<file path="config.mk">
export PLATFORM = sky130hd
export DESIGN_NAME = vga_draw_scheduler
export DESIGN_NICKNAME = d
export VERILOG_FILES = /design/src/rtl/vga_draw_scheduler.sv
export SDC_FILE = /design/constraint.sdc
export NUM_CORES = 1
export LEC_CHECK = 0
export ABC_AREA = 1
export CAP_MARGIN = 20
export CORE_ASPECT_RATIO = 1.2
export CORE_MARGIN = 10
export CORE_UTILIZATION = 52
export DETAILED_ROUTE_END_ITERATION = 12
export PLACE_DENSITY_LB_ADDON = 0.15
export SYNTH_ARGS = -nofsm -noshare
export SYNTH_HDL_FRONTEND = slang
export SYNTH_SLANG_ARGS = --single-unit
export TNS_END_PERCENT = 10
</file>
<file path="constraint.sdc">
create_clock -name clock -period 5.65 [get_ports clock]
set_clock_uncertainty 0.05 [all_clocks]
set_input_delay 1.13 -clock clock [delete_from_list [all_inputs] [get_ports clock]]
set_output_delay 1.13 -clock clock [all_outputs]
set_load 0.02 [all_outputs]
</file>
<file path="src/rtl/vga_draw_scheduler.sv">
// vga_draw_scheduler: round-robin owner of the single vga_adapter write port.
// Three requesters (paddle, ball, brick) each describe a rectangle. The granted
// rectangle is walked row-major, one pixel per clock. Pixels off the visible
// screen are not plotted but still take their cycle.
module vga_draw_scheduler #(
  parameter int XSCREEN = 160,
  parameter int YSCREEN = 120,
  parameter int WBITS   = 5
) (
  input  logic               clock,
  input  logic               reset,
  input  logic [2:0]         req,
  input  logic [23:0]        rect_x,
  input  logic [20:0]        rect_y,
  input  logic [3*WBITS-1:0] rect_w,
  input  logic [3*WBITS-1:0] rect_h,
  input  logic [8:0]         rect_colour,
  output logic [2:0]         grant,
  output logic [2:0]         done,
  output logic               busy,
  output logic [7:0]         vga_x,
  output logic [6:0]         vga_y,
  output logic [2:0]         vga_colour,
  output logic               plot
);

  typedef enum logic [1:0] {S_IDLE, S_DRAW, S_DONE} state_t;

  localparam logic [WBITS-1:0] ONE = 1;

  state_t           state_q, state_d;
  logic [2:0]       grant_q, grant_d;
  logic [1:0]       win_q, win_d;
  logic [1:0]       ptr_q, ptr_d;
  logic [7:0]       x0_q, x0_d;
  logic [6:0]       y0_q, y0_d;
  logic [WBITS-1:0] w_q, w_d, h_q, h_d, xc_q, xc_d, yc_q, yc_d;
  logic [2:0]       col_q, col_d;
  logic [7:0]       last_x_q, last_x_d;
  logic [6:0]       last_y_q, last_y_d;
  logic [2:0]       last_col_q, last_col_d;

  // Per-requester views of the packed rectangle fields.
  logic [7:0]       rx [3];
  logic [6:0]       ry [3];
  logic [WBITS-1:0] rw [3];
  logic [WBITS-1:0] rh [3];
  logic [2:0]       rc [3];

  for (genvar gi = 0; gi < 3; gi++) begin : g_fields
    assign rx[gi] = rect_x[8*gi +: 8];
    assign ry[gi] = rect_y[7*gi +: 7];
    assign rw[gi] = rect_w[WBITS*gi +: WBITS];
    assign rh[gi] = rect_h[WBITS*gi +: WBITS];
    assign rc[gi] = rect_colour[3*gi +: 3];
  end

  // Pixel address is formed one bit wider so wrapped coordinates fail the bounds test.
  logic [8:0] px_sum;
  logic [7:0] py_sum;
  logic       in_bounds, x_last, y_last;

  assign px_sum    = {1'b0, x0_q} + {{(9-WBITS){1'b0}}, xc_q};
  assign py_sum    = {1'b0, y0_q} + {{(8-WBITS){1'b0}}, yc_q};
  assign in_bounds = (px_sum < 9'(XSCREEN)) && (py_sum < 8'(YSCREEN));
  assign x_last    = (xc_q == w_q - ONE);
  assign y_last    = (yc_q == h_q - ONE);

  // Round-robin pick: first set request scanning ptr, ptr+1, ptr+2 (mod 3).
  logic [1:0] cand [3];
  logic       found;
  logic [1:0] win;
  always_comb begin
    cand[0] = ptr_q;
    cand[1] = (ptr_q == 2'd2) ? 2'd0 : ptr_q + 2'd1;
    cand[2] = (ptr_q == 2'd0) ? 2'd2 : ptr_q - 2'd1;
    found   = 1'b0;
    win     = 2'd0;
    for (int i = 0; i < 3; i++) begin
      if (!found && req[cand[i]]) begin
        found = 1'b1;
        win   = cand[i];
      end
    end
  end

  // State and datapath registers; reset aborts any rectangle in flight.
  always_ff @(posedge clock) begin
    if (reset) begin
      state_q    <= S_IDLE;
      grant_q    <= '0;
      win_q      <= '0;
      ptr_q      <= '0;
      x0_q       <= '0;
      y0_q       <= '0;
      w_q        <= '0;
      h_q        <= '0;
      xc_q       <= '0;
      yc_q       <= '0;
      col_q      <= '0;
      last_x_q   <= '0;
      last_y_q   <= '0;
      last_col_q <= '0;
    end else begin
      state_q    <= state_d;
      grant_q    <= grant_d;
      win_q      <= win_d;
      ptr_q      <= ptr_d;
      x0_q       <= x0_d;
      y0_q       <= y0_d;
      w_q        <= w_d;
      h_q        <= h_d;
      xc_q       <= xc_d;
      yc_q       <= yc_d;
      col_q      <= col_d;
      last_x_q   <= last_x_d;
      last_y_q   <= last_y_d;
      last_col_q <= last_col_d;
    end
  end

  // Next state: empty rectangles skip DRAW and report completion at once.
  always_comb begin
    state_d = state_q;
    case (state_q)
      S_IDLE: begin
        if (found) begin
          state_d = (rw[win] == '0 || rh[win] == '0) ? S_DONE : S_DRAW;
        end
      end
      S_DRAW: begin
        if (x_last && y_last) begin
          state_d = S_DONE;
        end
      end
      S_DONE:  state_d = S_IDLE;
      default: state_d = S_IDLE;
    endcase
  end

  // Datapath updates and port outputs.
  always_comb begin
    grant_d    = grant_q;
    win_d      = win_q;
    ptr_d      = ptr_q;
    x0_d       = x0_q;
    y0_d       = y0_q;
    w_d        = w_q;
    h_d        = h_q;
    xc_d       = xc_q;
    yc_d       = yc_q;
    col_d      = col_q;
    last_x_d   = last_x_q;
    last_y_d   = last_y_q;
    last_col_d = last_col_q;
    case (state_q)
      S_IDLE: begin
        if (found) begin
          grant_d = 3'b001 << win;
          win_d   = win;
          x0_d    = rx[win];
          y0_d    = ry[win];
          w_d     = rw[win];
          h_d     = rh[win];
          col_d   = rc[win];
          xc_d    = '0;
          yc_d    = '0;
        end
      end
      S_DRAW: begin
        last_x_d   = px_sum[7:0];
        last_y_d   = py_sum[6:0];
        last_col_d = col_q;
        if (x_last) begin
          xc_d = '0;
          yc_d = yc_q + ONE;
        end else begin
          xc_d = xc_q + ONE;
        end
      end
      S_DONE: begin
        grant_d = '0;
        ptr_d   = (win_q == 2'd2) ? 2'd0 : win_q + 2'd1;
      end
      default: ;
    endcase

    busy       = (state_q != S_IDLE);
    done       = (state_q == S_DONE) ? grant_q : 3'b000;
    plot       = (state_q == S_DRAW) && in_bounds;
    vga_x      = (state_q == S_DRAW) ? px_sum[7:0] : last_x_q;
    vga_y      = (state_q == S_DRAW) ? py_sum[6:0] : last_y_q;
    vga_colour = (state_q == S_DRAW) ? col_q : last_col_q;
  end

  assign grant = grant_q;

endmodule

</file>
==> impl_metrics.env, run 1 <==
export IMPL_outcome="finished clean"
export IMPL_hold_path_class="reg -> reg"
export IMPL_cts_tree="built"
export IMPL_ctsLongestPathBuffers=2
export IMPL_die_area_um2=11800
export IMPL_cp_arrival_ps=3210
export IMPL_clkSlewWorstSetupHoldPaths_ps=80
export IMPL_ys_types=38
export IMPL_via_count=4261
export IMPL_syn2layout_area_growth_pct=34.9
export IMPL_crit_path_end_kind="output pin"
export IMPL_io_buffers=114
export IMPL_finalHoldViolCount=0
export IMPL_netlist_instances=606
export IMPL_htree_levels=3
export IMPL_synth_area_per_cell_um2=6.72
export IMPL_timing_slew_headroom_pct=41.6
export IMPL_globalRouteMet3Util_pct=5.87
export IMPL_drv_slew=0
export IMPL_cts_hold_buf=0
export IMPL_cp_top_family="buffers and inverters"
export IMPL_ir_drop_uv=590
export IMPL_power_share_clock_pct=16.0
export IMPL_via_per_inst=5.27
export IMPL_required_ps=4470
export IMPL_top_usage_layer="met2"
export IMPL_final_nets=821
export IMPL_synthArstFlopShare_pct=0
export IMPL_seq_power_share_pct=22.9
export IMPL_io_pins=115
export IMPL_grt_pass1_wl_um=19300
export IMPL_clk_latency_ps=350
export IMPL_fill_cells=659
export IMPL_fp_dieW_um=101
export IMPL_worst_path_max_delay_cell="clkdlybuf4s50_1"
export IMPL_fin_util_pct=71.7
export IMPL_slowest_delay_ps=610
export IMPL_start_util_pct=53.1
export IMPL_grt_antenna_before_repair=0
export IMPL_power_frac_comb_pct=61.1
export IMPL_worstPathMaxFanout=7
export IMPL_p_int_mw=1.62
export IMPL_place_congestion=0.893
export IMPL_layout_common_cells="clkdlybuf4s50_1, nand2_1, inv_1, nor2_1, dfxtp_1"
export IMPL_drc_errors=0
export IMPL_synth_seq_cells=65
export IMPL_drive_gt1_share_pct=8.09
export IMPL_wirelength_um=11800
export IMPL_netlist_area_um2=4070
export IMPL_firstDrtPassIters=5
export IMPL_worst_pin_slew_ps=874
export IMPL_timing_hold_ws_ps=426
export IMPL_met1_usage_pct=21.6
export IMPL_synth_nets=715
export IMPL_grt_pass1_vias=4176
export IMPL_powerDensity_nw_per_um2=555
export IMPL_tns_ps=0
export IMPL_final_common_cell="clkdlybuf4s50_1"
export IMPL_cp_start_kind="register"
export IMPL_finalCriticalPeriod_ps=4390
export IMPL_cp_common_cell="nand2_1"
export IMPL_yosysSeqAreaShare_pct=32.0
export IMPL_initialDrtViolationCount=217
export IMPL_root_buffer="clkbuf_8"
export IMPL_core_um2=7660
export IMPL_p_leak_nw=2.46
export IMPL_fin_crit_sh_pct=77.6
export IMPL_postCtsSetupBuffers=0
export IMPL_wl_per_cell_um=14.5
export IMPL_grtUsageTotal_pct=19.7
export IMPL_synth_ff_type="dfxtp_1"
export IMPL_numCtsBuffers=9
export IMPL_grt_use_met2_pct=34.3
export IMPL_path_cells="ha_1, inv_1, fa_1, inv_1, a21oi_1, o21bai_1, nand2_1, a21oi_1, xor2_1, nand2_1, nand2_1, nand3_1, nor2_1, clkdlybuf4s50_1"
export IMPL_regToRegSetupSlack_ps=2490
export IMPL_maxCapViolCount=0
export IMPL_synth_edf_count=0
export IMPL_fmax_mhz=228
export IMPL_n_antenna_cell=0
export IMPL_critPathKind="reg -> out"
export IMPL_rsz0062_at_grt="false"
export IMPL_rows=35
export IMPL_path_buf_inv=3
export IMPL_cts_resized=0
export IMPL_swShare_pct=47.0
export IMPL_die_height_um=117
export IMPL_clkSinkCount=65
export IMPL_grt_overflow_total=0
export IMPL_grt_max_degree=46
export IMPL_ant_nets=0
export IMPL_setup_viol=0
export IMPL_post_dp_hpwl_um=8950
export IMPL_p_sw_mw=1.43
export IMPL_yosys_warnings=0
[registers in the layout, indices dropped and copies added, names as in the netlist]
signal      count
col_q           3
ptr_q           2
last_x_q        8
x0_q            8
grant           3
win_q           2
w_q             5
last_col_q      3
state_q         2
yc_q            5
h_q             5
xc_q            5
y0_q            7
last_y_q        7
[metal layers]
| metal | share of wire [%] | vias to the layer above |
|---|---|---|
| li1 | - | 2179 |
| met1 | 40 | 1918 |
| met2 | 50 | 139 |
| met3 | 7.8 | 25 |
| met4 | 2.8 | 0 |
| met5 | 0 | - |
[cells in the mapped netlist, drive strengths merged (6+ instances only)]
master / n / area (µm²)
nand2: 105 / 429
inv: 87 / 327
nor2: 66 / 250
o21ai: 66 / 338
dfxtp: 65 / 1300
a21oi: 60 / 300
nand3: 41 / 225
or2: 20 / 125
ha: 18 / 225
clkbuf: 15 / 56.3
xor2: 14 / 123
buf: 7 / 43.8
xnor2: 6 / 52.6
[layout make-up]
cell class	instances	area [µm²]	share of cell area [%]
well taps	92	115	2.10
inverters	87	327	5.94
flip-flops and latches	65	1300	23.7
repair buffers	117	1160	21.2
multi-input cells	432	2340	42.7
clock inverters	5	103	1.87
clock buffers	11	141	2.57
[per-stage QoR]
step	area, µm²	power, mW	std cells	setup slack [ps]
after floorplan	4070	1.99	606	2340
after global placement	5250	2.52	793	1750
after detailed placement	5250	2.57	793	1650
after CTS	5490	3.06	809	1260
after global routing	5490	3.31	809	1110
final	5490	3.05	809	1260
[cells by family after synthesis]
group	count (synthesis)	synth area share (%)
compound gates	145	19.1
xor+xnor	20	4.30
fa+ha+maj	20	6.52
buf+inv	109	10.5
flops	65	32.0
simple gates	247	27.7
[final timing paths]
path | startpoint | to | cells past startpoint
worst max-delay path | xc_q[0]$_SDFFE_PP0P_ | plot | 14
worst min-delay path | last_y_q[2]$_SDFF_PP0_ | last_y_q[2]$_SDFF_PP0_ | 2
worst max register to register | ptr_q[1]$_SDFFE_PP0P_ | state_q[0]$_SDFFE_PP0P_ | 15
worst min register to register | last_y_q[2]$_SDFF_PP0_ | last_y_q[2]$_SDFF_PP0_ | 2
[tightest hold or removal path: cells and delay by family (launching register included)]
family / cells / cell delay (ps)
AOI/OAI and AO/OA: 1 / 60
DFF: 1 / 300
and+or+nand+nor: 1 / 70
[power groups by stage]
stage / clock network [mW] / registers, mW / logic [mW]
floorplan: 0 / 0.691 / 1.30
global placement: 0 / 0.697 / 1.82
detailed placement: 0 / 0.705 / 1.86
CTS: 0.491 / 0.695 / 1.87
global route: 0.511 / 0.715 / 2.08
finish: 0.488 / 0.698 / 1.86
(Power assumes the default switching activity.)
==> run 2: changes to the inputs <==
CORE_UTILIZATION = 49   (was 52)
clock period = 4.6 ns   (was 5.65 ns; I/O delays follow)
==> run 2 against run 1 <==
  * Routed wire length rose by 3.0%
  * First-iteration DRC count fell by 15%
  * Global-route usage barely moved
  * Largest cell class unchanged
==> impl_metrics.env, run 2 (synthesis gave the netlist of run 1 again) <==
export IMPL_cts_hold_buf=0
export IMPL_via_per_inst=5.20
export IMPL_worstPathMaxFanout=7
export IMPL_place_congestion=0.885
export IMPL_initialDrtViolationCount=185
export IMPL_root_buffer="clkbuf_8"
export IMPL_die_area_um2=12400
export IMPL_crit_path_end_kind="output pin"
export IMPL_layout_common_cells="clkdlybuf4s50_1, nand2_1, inv_1, nor2_1, dfxtp_1"
export IMPL_outcome="finished clean"
export IMPL_post_dp_hpwl_um=9360
export IMPL_io_pins=115
export IMPL_worst_pin_slew_ps=752
export IMPL_ir_drop_uv=378
export IMPL_cts_resized=0
export IMPL_ant_nets=0
export IMPL_reg_largest_list="last_x_q x8, x0_q x8"
export IMPL_hold_path_class="reg -> reg"
export IMPL_rsz0062_at_grt="false"
export IMPL_n_antenna_cell=0
export IMPL_clkSinkCount=65
export IMPL_drc_errors=0
export IMPL_io_buffers=114
export IMPL_grtUsageTotal_pct=19.7
export IMPL_setup_slack_ps=483
export IMPL_drive_gt1_share_pct=8.22
export IMPL_grt_pass1_vias=4262
export IMPL_fin_crit_sh_pct=89.5
export IMPL_fmax_mhz=243
export IMPL_die_height_um=120
export IMPL_ctsLongestPathBuffers=2
export IMPL_finalCriticalPeriod_ps=4120
export IMPL_grt_antenna_before_repair=0
export IMPL_critPathKind="reg -> out"
export IMPL_tns_ps=0
export IMPL_wirelength_um=12100
export IMPL_setup_viol=0
export IMPL_power_share_clock_pct=13.3
export IMPL_clkSlewWorstSetupHoldPaths_ps=70
export IMPL_timing_slew_headroom_pct=49.8
export IMPL_cts_tree="built"
export IMPL_dpl_worst_slack_ps=867
export IMPL_numCtsBuffers=9
export IMPL_final_common_cell="clkdlybuf4s50_1"
export IMPL_fin_total_pwr_mw=3.64
export IMPL_maxCapViolCount=0
export IMPL_cp_start_kind="register"
export IMPL_postCtsSetupBuffers=0
export IMPL_syn2layout_area_growth_pct=34.1
export IMPL_firstDrtPassIters=4
export IMPL_htree_levels=3
export IMPL_required_ps=3630
export IMPL_grt_pass1_wl_um=19700
export IMPL_grt_max_degree=33
export IMPL_finalHoldViolCount=0
export IMPL_powerDensity_nw_per_um2=667
export IMPL_timing_hold_ws_ps=426
export IMPL_final_nets=822
export IMPL_grt_overflow_total=0
export IMPL_p_leak_nw=2.44
export IMPL_core_um2=8110
export IMPL_drv_slew=0
export IMPL_p_sw_mw=1.76
export IMPL_rows=36
export IMPL_fp_dieW_um=103
export IMPL_start_util_pct=50.2
export IMPL_cp_arrival_ps=3150
export IMPL_p_int_mw=1.88
export IMPL_swShare_pct=48.4
export IMPL_clk_latency_ps=350
export IMPL_via_count=4231
export IMPL_wl_per_cell_um=14.9
export IMPL_power_frac_comb_pct=63.0
export IMPL_seq_power_share_pct=23.6
==> run 2: cell count changes in the layout (fill, tap and decap cells not counted) <==
cell / delta
clkinvlp_4: +1
buf_4: +1
clkinv_2: +1
bufinv_16: -2
==> run 2: final timing paths <==
check,cells after the start,startpoint,slack [ps],endpoint
setup / recovery,14,xc_q[0]$_SDFFE_PP0P_,480,plot
setup reg to reg,18,ptr_q[1]$_SDFFE_PP0P_,1790,state_q[0]$_SDFFE_PP0P_
hold reg to reg,2,last_x_q[7]$_SDFF_PP0_,430,last_x_q[7]$_SDFF_PP0_
hold / removal,2,last_x_q[7]$_SDFF_PP0_,430,last_x_q[7]$_SDFF_PP0_
==> run 2: area by class of cell <==
type                       instances  area (µm²)
clock buffer                      11         141
clock inverter                     5        55.1
fill                             749        2650
inverter                          87         327
multi-input combinational        432        2340
sequential                        65        1300
tap                               95         119
timing repair buffer             118        1170
==> run 2: power by group through the flow <==
| stage | Combinational (mW) | Sequential, mW | Clock, mW |
|---|---|---|---|
| 3_3_place_gp | 2.27 | 0.865 | 0 |
| 6_report | 2.29 | 0.860 | 0.486 |
| 5_1_grt | 2.57 | 0.882 | 0.518 |
| 2_1_floorplan | 1.60 | 0.849 | 0 |
| 3_5_place_dp | 2.31 | 0.872 | 0 |
| 4_1_cts | 2.32 | 0.860 | 0.492 |
==> run 2: worst max-delay path, stage by stage, from the launching register on <==
cell	delay (ps)
dfxtp_1	430
ha_1	180
inv_1	60
fa_1	350
inv_1	100
a21oi_1	70
o21bai_1	200
nand2_1	90
a21oi_1	230
xor2_1	190
nand2_1	70
nand2_1	60
nand3_1	60
nor2_1	90
clkdlybuf4s50_1	620
==> run 2: metrics by stage <==
stage / instances / area, µm² / utilization [%]
global route: 813 / 5460 / 67.3
floorplan: 606 / 4070 / -
global placement: 797 / 5260 / 64.9
detailed placement: 797 / 5260 / 64.9
finish: 813 / 5460 / 67.3
CTS: 813 / 5460 / 67.3
==> run 2: routing by layer <==
metal / track usage, % / vias to the layer above / part of all wire, %
met1: 20.2 / 1901 / 40
met5: 0 / - / 0
li1: - / 2174 / -
met2: 35.4 / 121 / 51
met4: 8.62 / 0 / 3.3
met3: 6.08 / 35 / 6.2
